## config.mk

```make
export PLATFORM = sky130hd
export DESIGN_NAME = vga_sync_gen
export DESIGN_NICKNAME = d
export VERILOG_FILES = /design/src/rtl/vga_timing_pkg.sv /design/src/rtl/vga_axis_counter.sv /design/src/rtl/vga_sync_gen.sv
export SDC_FILE = /design/constraint.sdc
export NUM_CORES = 1
export LEC_CHECK = 0
export ABC_AREA = 1
export BUFFER_PORTS_ARGS = -buffer_cell sky130_fd_sc_hd__buf_2
export CAP_MARGIN = 20
export CELL_PAD_IN_SITES_DETAIL_PLACEMENT = 0
export CELL_PAD_IN_SITES_GLOBAL_PLACEMENT = 1
export CORE_MARGIN = 5
export CORE_UTILIZATION = 38
export CTS_CLUSTER_DIAMETER = 30
export DETAILED_ROUTE_END_ITERATION = 16
export MAX_ROUTING_LAYER = met4
export PLACE_DENSITY_LB_ADDON = 0.1
export SLEW_MARGIN = 20
export SYNTH_ARGS = -nofsm -noshare
export SYNTH_HDL_FRONTEND = slang
export SYNTH_SLANG_ARGS = --single-unit
```

## constraint.sdc

```tcl
create_clock -name clk -period 1.79 [get_ports clk]
set_clock_uncertainty 0.15 [all_clocks]
set_input_delay 0.358 -clock clk [delete_from_list [all_inputs] [get_ports clk]]
set_output_delay 0.358 -clock clk [all_outputs]
set_load 0.05 [all_outputs]
```

## src/rtl/vga_timing_pkg.sv

```systemverilog
// Shared raster timing constants for the VGA sync generator.
// Defaults describe 1024x768@60 driven from a 64 MHz pixel clock.
package vga_timing_pkg;

    localparam int X_W = 11;
    localparam int Y_W = 10;

    localparam int DEF_H_VISIBLE = 1024;
    localparam int DEF_H_FRONT   = 24;
    localparam int DEF_H_SYNC    = 136;
    localparam int DEF_H_BACK    = 160;

    localparam int DEF_V_VISIBLE = 768;
    localparam int DEF_V_FRONT   = 3;
    localparam int DEF_V_SYNC    = 6;
    localparam int DEF_V_BACK    = 29;

    localparam int DEF_H_TOTAL      = DEF_H_VISIBLE + DEF_H_FRONT + DEF_H_SYNC + DEF_H_BACK;
    localparam int DEF_V_TOTAL      = DEF_V_VISIBLE + DEF_V_FRONT + DEF_V_SYNC + DEF_V_BACK;
    localparam int DEF_H_SYNC_START = DEF_H_VISIBLE + DEF_H_FRONT;
    localparam int DEF_H_SYNC_END   = DEF_H_SYNC_START + DEF_H_SYNC;
    localparam int DEF_V_SYNC_START = DEF_V_VISIBLE + DEF_V_FRONT;
    localparam int DEF_V_SYNC_END   = DEF_V_SYNC_START + DEF_V_SYNC;

endpackage

```

## src/rtl/vga_axis_counter.sv

```systemverilog
// Wrap-around position counter for one raster axis.
// Counts 0..TOTAL-1 while enabled; wrap flags the edge on which it returns to 0.
module vga_axis_counter #(
    parameter int W     = 11,
    parameter int TOTAL = 1344
) (
    input  logic         clk,
    input  logic         rst,
    input  logic         en,
    output logic [W-1:0] count,
    output logic         wrap
);

    localparam logic [W-1:0] LAST = W'(TOTAL - 1);

    if (TOTAL < 2 || TOTAL > (1 << W)) begin : g_bad_total
        $error("vga_axis_counter: TOTAL=%0d does not fit a %0d-bit counter", TOTAL, W);
    end

    assign wrap = en && (count == LAST);

    // NOTE: non-blocking so the vertical counter samples the pre-edge horizontal wrap.
    always_ff @(posedge clk or posedge rst) begin
        if (rst) begin
            count <= '0;
        end else if (wrap) begin
            count <= '0;
        end else if (en) begin
            count <= count + W'(1);
        end
    end

endmodule

```

## src/rtl/vga_sync_gen.sv

```systemverilog
// Raster timing generator: beam position, sync pulses, blank, new-line strobe
// and a sticky start-of-vertical-blank interrupt cleared by the CPU.
module vga_sync_gen
    import vga_timing_pkg::*;
#(
    parameter int   H_VISIBLE     = DEF_H_VISIBLE,
    parameter int   H_FRONT       = DEF_H_FRONT,
    parameter int   H_SYNC        = DEF_H_SYNC,
    parameter int   H_BACK        = DEF_H_BACK,
    parameter int   V_VISIBLE     = DEF_V_VISIBLE,
    parameter int   V_FRONT       = DEF_V_FRONT,
    parameter int   V_SYNC        = DEF_V_SYNC,
    parameter int   V_BACK        = DEF_V_BACK,
    parameter logic H_SYNC_ACTIVE = 1'b0,
    parameter logic V_SYNC_ACTIVE = 1'b0
) (
    input  logic           clk,
    input  logic           rst,
    input  logic           cli,
    output logic [X_W-1:0] x,
    output logic [Y_W-1:0] y,
    output logic           hsync,
    output logic           vsync,
    output logic           blank,
    output logic           retrace,
    output logic           interrupt
);

    localparam int H_TOTAL = H_VISIBLE + H_FRONT + H_SYNC + H_BACK;
    localparam int V_TOTAL = V_VISIBLE + V_FRONT + V_SYNC + V_BACK;

    if (H_TOTAL > (1 << X_W) || V_TOTAL > (1 << Y_W)) begin : g_bad_timing
        $error("vga_sync_gen: H_TOTAL=%0d / V_TOTAL=%0d exceed the %0d/%0d-bit position widths",
               H_TOTAL, V_TOTAL, X_W, Y_W);
    end

    // One extra bit on window limits so an end equal to 2**W does not truncate to 0.
    localparam logic [X_W:0]   H_VIS_END   = (X_W+1)'(H_VISIBLE);
    localparam logic [X_W:0]   H_SYNC_BEG  = (X_W+1)'(H_VISIBLE + H_FRONT);
    localparam logic [X_W:0]   H_SYNC_END  = (X_W+1)'(H_VISIBLE + H_FRONT + H_SYNC);
    localparam logic [Y_W:0]   V_VIS_END   = (Y_W+1)'(V_VISIBLE);
    localparam logic [Y_W:0]   V_SYNC_BEG  = (Y_W+1)'(V_VISIBLE + V_FRONT);
    localparam logic [Y_W:0]   V_SYNC_END  = (Y_W+1)'(V_VISIBLE + V_FRONT + V_SYNC);
    localparam logic [Y_W-1:0] V_LAST_VIS  = Y_W'(V_VISIBLE - 1);

    logic           h_wrap;
    logic           v_wrap;
    logic [X_W:0]   x_ext;
    logic [Y_W:0]   y_ext;
    logic           in_hsync;
    logic           in_vsync;
    logic           vblank_start;

    vga_axis_counter #(
        .W     (X_W),
        .TOTAL (H_TOTAL)
    ) u_h_counter (
        .clk   (clk),
        .rst   (rst),
        .en    (1'b1),
        .count (x),
        .wrap  (h_wrap)
    );

    vga_axis_counter #(
        .W     (Y_W),
        .TOTAL (V_TOTAL)
    ) u_v_counter (
        .clk   (clk),
        .rst   (rst),
        .en    (h_wrap),
        .count (y),
        .wrap  (v_wrap)
    );

    assign x_ext = {1'b0, x};
    assign y_ext = {1'b0, y};

    assign in_hsync = (x_ext >= H_SYNC_BEG) && (x_ext < H_SYNC_END);
    assign in_vsync = (y_ext >= V_SYNC_BEG) && (y_ext < V_SYNC_END);

    assign hsync   = in_hsync ? H_SYNC_ACTIVE : ~H_SYNC_ACTIVE;
    assign vsync   = in_vsync ? V_SYNC_ACTIVE : ~V_SYNC_ACTIVE;
    assign blank   = (x_ext >= H_VIS_END) || (y_ext >= V_VIS_END);
    assign retrace = (x_ext == H_VIS_END);

    // The edge that moves the beam from the last visible line into vertical blank.
    assign vblank_start = h_wrap && (y == V_LAST_VIS);

    // Set has priority so a frame event coinciding with a clear is never dropped.
    always_ff @(posedge clk or posedge rst) begin
        if (rst) begin
            interrupt <= 1'b0;
        end else if (vblank_start) begin
            interrupt <= 1'b1;
        end else if (cli) begin
            interrupt <= 1'b0;
        end
    end

endmodule
```

==> impl.org <==
** Power
- Worst-case vdd ir drop :: about 0.3 mV
- The completed layout was analyzed and its total power is 908 uW.
- Dividing total power by cell area gives a power density of 477 nW/um2.
- Standby leakage power :: 0.891 nW

** Cells and area
- For this run, the share of the core covered by cells in the final layout is 0.562.
- In the layout the commonest cells are sky130_fd_sc_hd__nand2_1 (36), sky130_fd_sc_hd__buf_2 (25), sky130_fd_sc_hd__inv_1 (22).
- Relative to the synthesized area, the layout overhead comes to 41.5%.
- The number of antenna diodes in the final layout is 0.
- Non-Filler Cell Area, Final :: approximately 1900 um2
- In the final layout, the share of cells above drive strength 1 is 0.392.
- The library cell used most frequently in the layout, excluding fill and tap cells, is sky130_fd_sc_hd__nand2_1.
- Non-filler instance count after layout :: around 280
- Nets :: about 240
- Filler cells :: 325

** Worst setup path
- CP Class :: reg -> out
- Worst endpoint data arrival time :: 1450 ps
- Counting cells, the worst reg-to-reg path comes to 7.
- The worst register-to-register path begins at u_h_counter.count[0]$_DFF_PP0_.
- CP Capture Type :: primary output
- Of all nets on the critical path, the largest fanout is 4.
- STA classifies the critical path startpoint as a flop.
- Setup slack on the worst reg-to-reg path comes out at 120 ps.
- Data on the critical path is required at its endpoint by 1280 ps.
- In this run the critical register-to-register path is captured at u_v_counter.count[6]$_DFFE_PP0P_.

** Synthesis
- Synth Cell Area :: 1350 um2
- Mapped Nets :: 188
- Total of flip-flops plus latches after synthesis :: 22
- The share of the Yosys chip area taken by registers is 0.409.
- Averaged over all synthesized cells, the footprint is 7.48 um2.
- Biggest area consumer among synthesized cells :: sky130_fd_sc_hd__dfrtp_1
- Number of distinct library cells after synthesis :: 23
- By area the synthesized netlist is led by sky130_fd_sc_hd__dfrtp_1 (41%), sky130_fd_sc_hd__nand2_1 (11%), sky130_fd_sc_hd__inv_1 (8.4%).
- Synth top area share :: 0.409
- After technology mapping, the gate count stands at 180.
- Yosys printed 0 warnings.

** Placed design
- OpenSTA, run right after detailed placement, puts the worst setup slack at 35.3 ps.
- Post-place instance area :: 1670 um2
- RePlAce Congestion :: roughly 0.83
- After legalization and detailed placement, the total HPWL measured 2680 um.
- Including well taps, the total number of placed cells is 264.
- # port buffers :: 28

** Clock network
- Number of buffers on the longest clock path :: 2
- Clock root buffer :: sky130_fd_sc_hd__clkbuf_4
- Cts bufs inserted :: 3
- CTS tree :: done
- Clock slew at reported path FFs :: 150 ps
- Number of H-tree branching levels :: 1
- The later pin in the worst-skew pair is clocked with a latency of approximately 320 ps.
- The tree built by TritonCTS fans out to 22 sinks.

** Floorplanning
- Count of standard-cell rows :: 21
- The initial utilization of the core area, before any placement, comes to 0.397.
- I/O Pins :: 29
- Die area :: 4830 um2
- Die height :: 69.5 um
- Die width :: between 60 and 70 um
- Placeable core region :: 3390 um2

** STA
- Final Hold Violating Endpoints :: 0
- For this run, the top clock speed supported by timing is 511 MHz.
- Number of setup violations in the final report :: 3
- Final number of max-transition violations :: 0
- The routed design could run at a clock period as short as roughly 2000 ps.
- In the finished design, the share of the clock period the worst path needs comes to 1.09.
- Worst slew margin relative to its limit :: 0.784
- RSZ-0062 raised after global routing :: true
- Transition time at the pin with the least slew margin :: 322 ps
- Worst-case setup margin in the final layout :: -166 ps

** Detailed routing
- Routed wire length per instance :: roughly 13 um
- Vias per std cell :: roughly 4.8
- In this run, the number of DRC markers left after iteration 0 of detailed routing was 117.
- Count of antenna-violating nets left after detailed routing :: 0
- The final route contains between 1,000 and 1,500 vias.
- For this run, design rule violations remaining after detail routing come to 0.
- First-pass DRT Iterations :: 4
- The final layout contains routed wiring with a total length of between 3000 and 4000 um.

** GRT
- Largest net degree at the start of global routing :: 19
- Antenna violations before repair :: 0
- The number of global-route vias before repair is about 1,300.
- The first global-routing pass estimated 6190 um of wire.
- After global routing the overflow that remains totals 0.
- GRT Resource Usage Total :: 0.158

** Hold path
- End point of the most critical hold path :: interrupt$_DFFE_PP0P_
- Class of the tightest hold or removal check :: in -> reg
- The worst hold path passes through 2 cells.
- In this run the most critical hold path is launched from cli.

** Outcome
- The run finished, with violations left.
- Violations in the final reports :: negative setup slack

** Job
- The tool flagged a number of max-cap violations equal to 0.
-- critical path: stages (launching register included) --
cell                       delay, ps
sky130_fd_sc_hd__dfrtp_2         470
sky130_fd_sc_hd__inv_2           100
sky130_fd_sc_hd__ha_4            140
sky130_fd_sc_hd__nand2_2          40
sky130_fd_sc_hd__o211ai_1         90
sky130_fd_sc_hd__nand4_1         130
sky130_fd_sc_hd__buf_6           170
-- layer usage --
layer	global-route usage	up-vias	share of wire
met5	-	-	0
met4	0.0390	0	0.0053
met3	0.0203	2	0.045
met2	0.243	37	0.45
met1	0.222	622	0.50
li1	-	678	-
-- repair_timing --
item                       in CTS  in global routing
setup endpoints to repair       4                 18
hold buffers                    1                  0
cloned                          0                  1
pin swaps                       5                  8
gates resized for setup        18                 13
hold endpoints to repair        4                  0
setup buffers                   6                  4
-- Yosys cell counts --
library cell	instances
sky130_fd_sc_hd__a21oi_1	2
sky130_fd_sc_hd__buf_2	2
sky130_fd_sc_hd__buf_6	1
sky130_fd_sc_hd__dfrtp_1	22
sky130_fd_sc_hd__ha_1	5
sky130_fd_sc_hd__inv_1	30
sky130_fd_sc_hd__nand2_1	38
sky130_fd_sc_hd__nand3_1	15
sky130_fd_sc_hd__nand3_2	1
sky130_fd_sc_hd__nand3b_1	2
sky130_fd_sc_hd__nand4_1	7
sky130_fd_sc_hd__nor2_1	23
sky130_fd_sc_hd__nor2_2	1
sky130_fd_sc_hd__nor3_1	9
sky130_fd_sc_hd__nor3_4	1
sky130_fd_sc_hd__nor4_1	1
sky130_fd_sc_hd__o2111ai_1	1
sky130_fd_sc_hd__o211ai_1	1
sky130_fd_sc_hd__o21ai_0	5
sky130_fd_sc_hd__o21ai_1	2
sky130_fd_sc_hd__o22ai_1	1
sky130_fd_sc_hd__or2_0	1
sky130_fd_sc_hd__xor2_1	9
-- worst max-delay path by stage --
stage	startpoint	slack, ps	cells past startpoint	endpoint
finish	u_v_counter.count[0]$_DFFE_PP0P_	-170	6	vsync
global route	u_v_counter.count[0]$_DFFE_PP0P_	-240	6	vsync
CTS	u_v_counter.count[1]$_DFFE_PP0P_	-180	6	vsync
detailed placement	u_h_counter.count[0]$_DFF_PP0_	40	7	u_v_counter.count[1]$_DFFE_PP0P_
global placement	u_h_counter.count[0]$_DFF_PP0_	60	5	retrace
floorplan	u_h_counter.count[10]$_DFF_PP0_	-210	4	retrace
-- flip-flops by register name (all words and copies together) (netlist names) --
signal / count
u_v_counter.count: 10
interrupt: 1
u_h_counter.count: 11
-- power by group --
part	switching (mW)	internal, mW
Combinational	0.0105	0.00451
Sequential	0.0000000000000000393	0.497
Clock	0.169	0.226
Total	0.180	0.728
-- cells by family after synthesis --
kind of cell	synth area share
simple gates	0.336
buf+inv	0.0994
flops	0.409
compound gates	0.0502
xor+xnor	0.0586
fa+ha+maj	0.0465
-- through the flow --
step           hold slack (ps)  setup TNS, ps
3_3_place_gp               104              0
6_report                  53.3           -346
3_5_place_dp               115              0
5_1_grt                   56.7           -551
4_1_cts                   52.8           -409
2_1_floorplan              197           -490
-- area by class of cell --
type,count,area (um2),area share
Tap cell,46,57.6,0.0302
Multi-Input combinational cell,125,769,0.404
Clock buffer,3,22.5,0.0118
Clock inverter,1,30.0,0.0158
Inverter,30,113,0.0591
Timing Repair Buffer,51,345,0.181
Sequential cell,22,567,0.298
(Power assumes the default switching activity.)
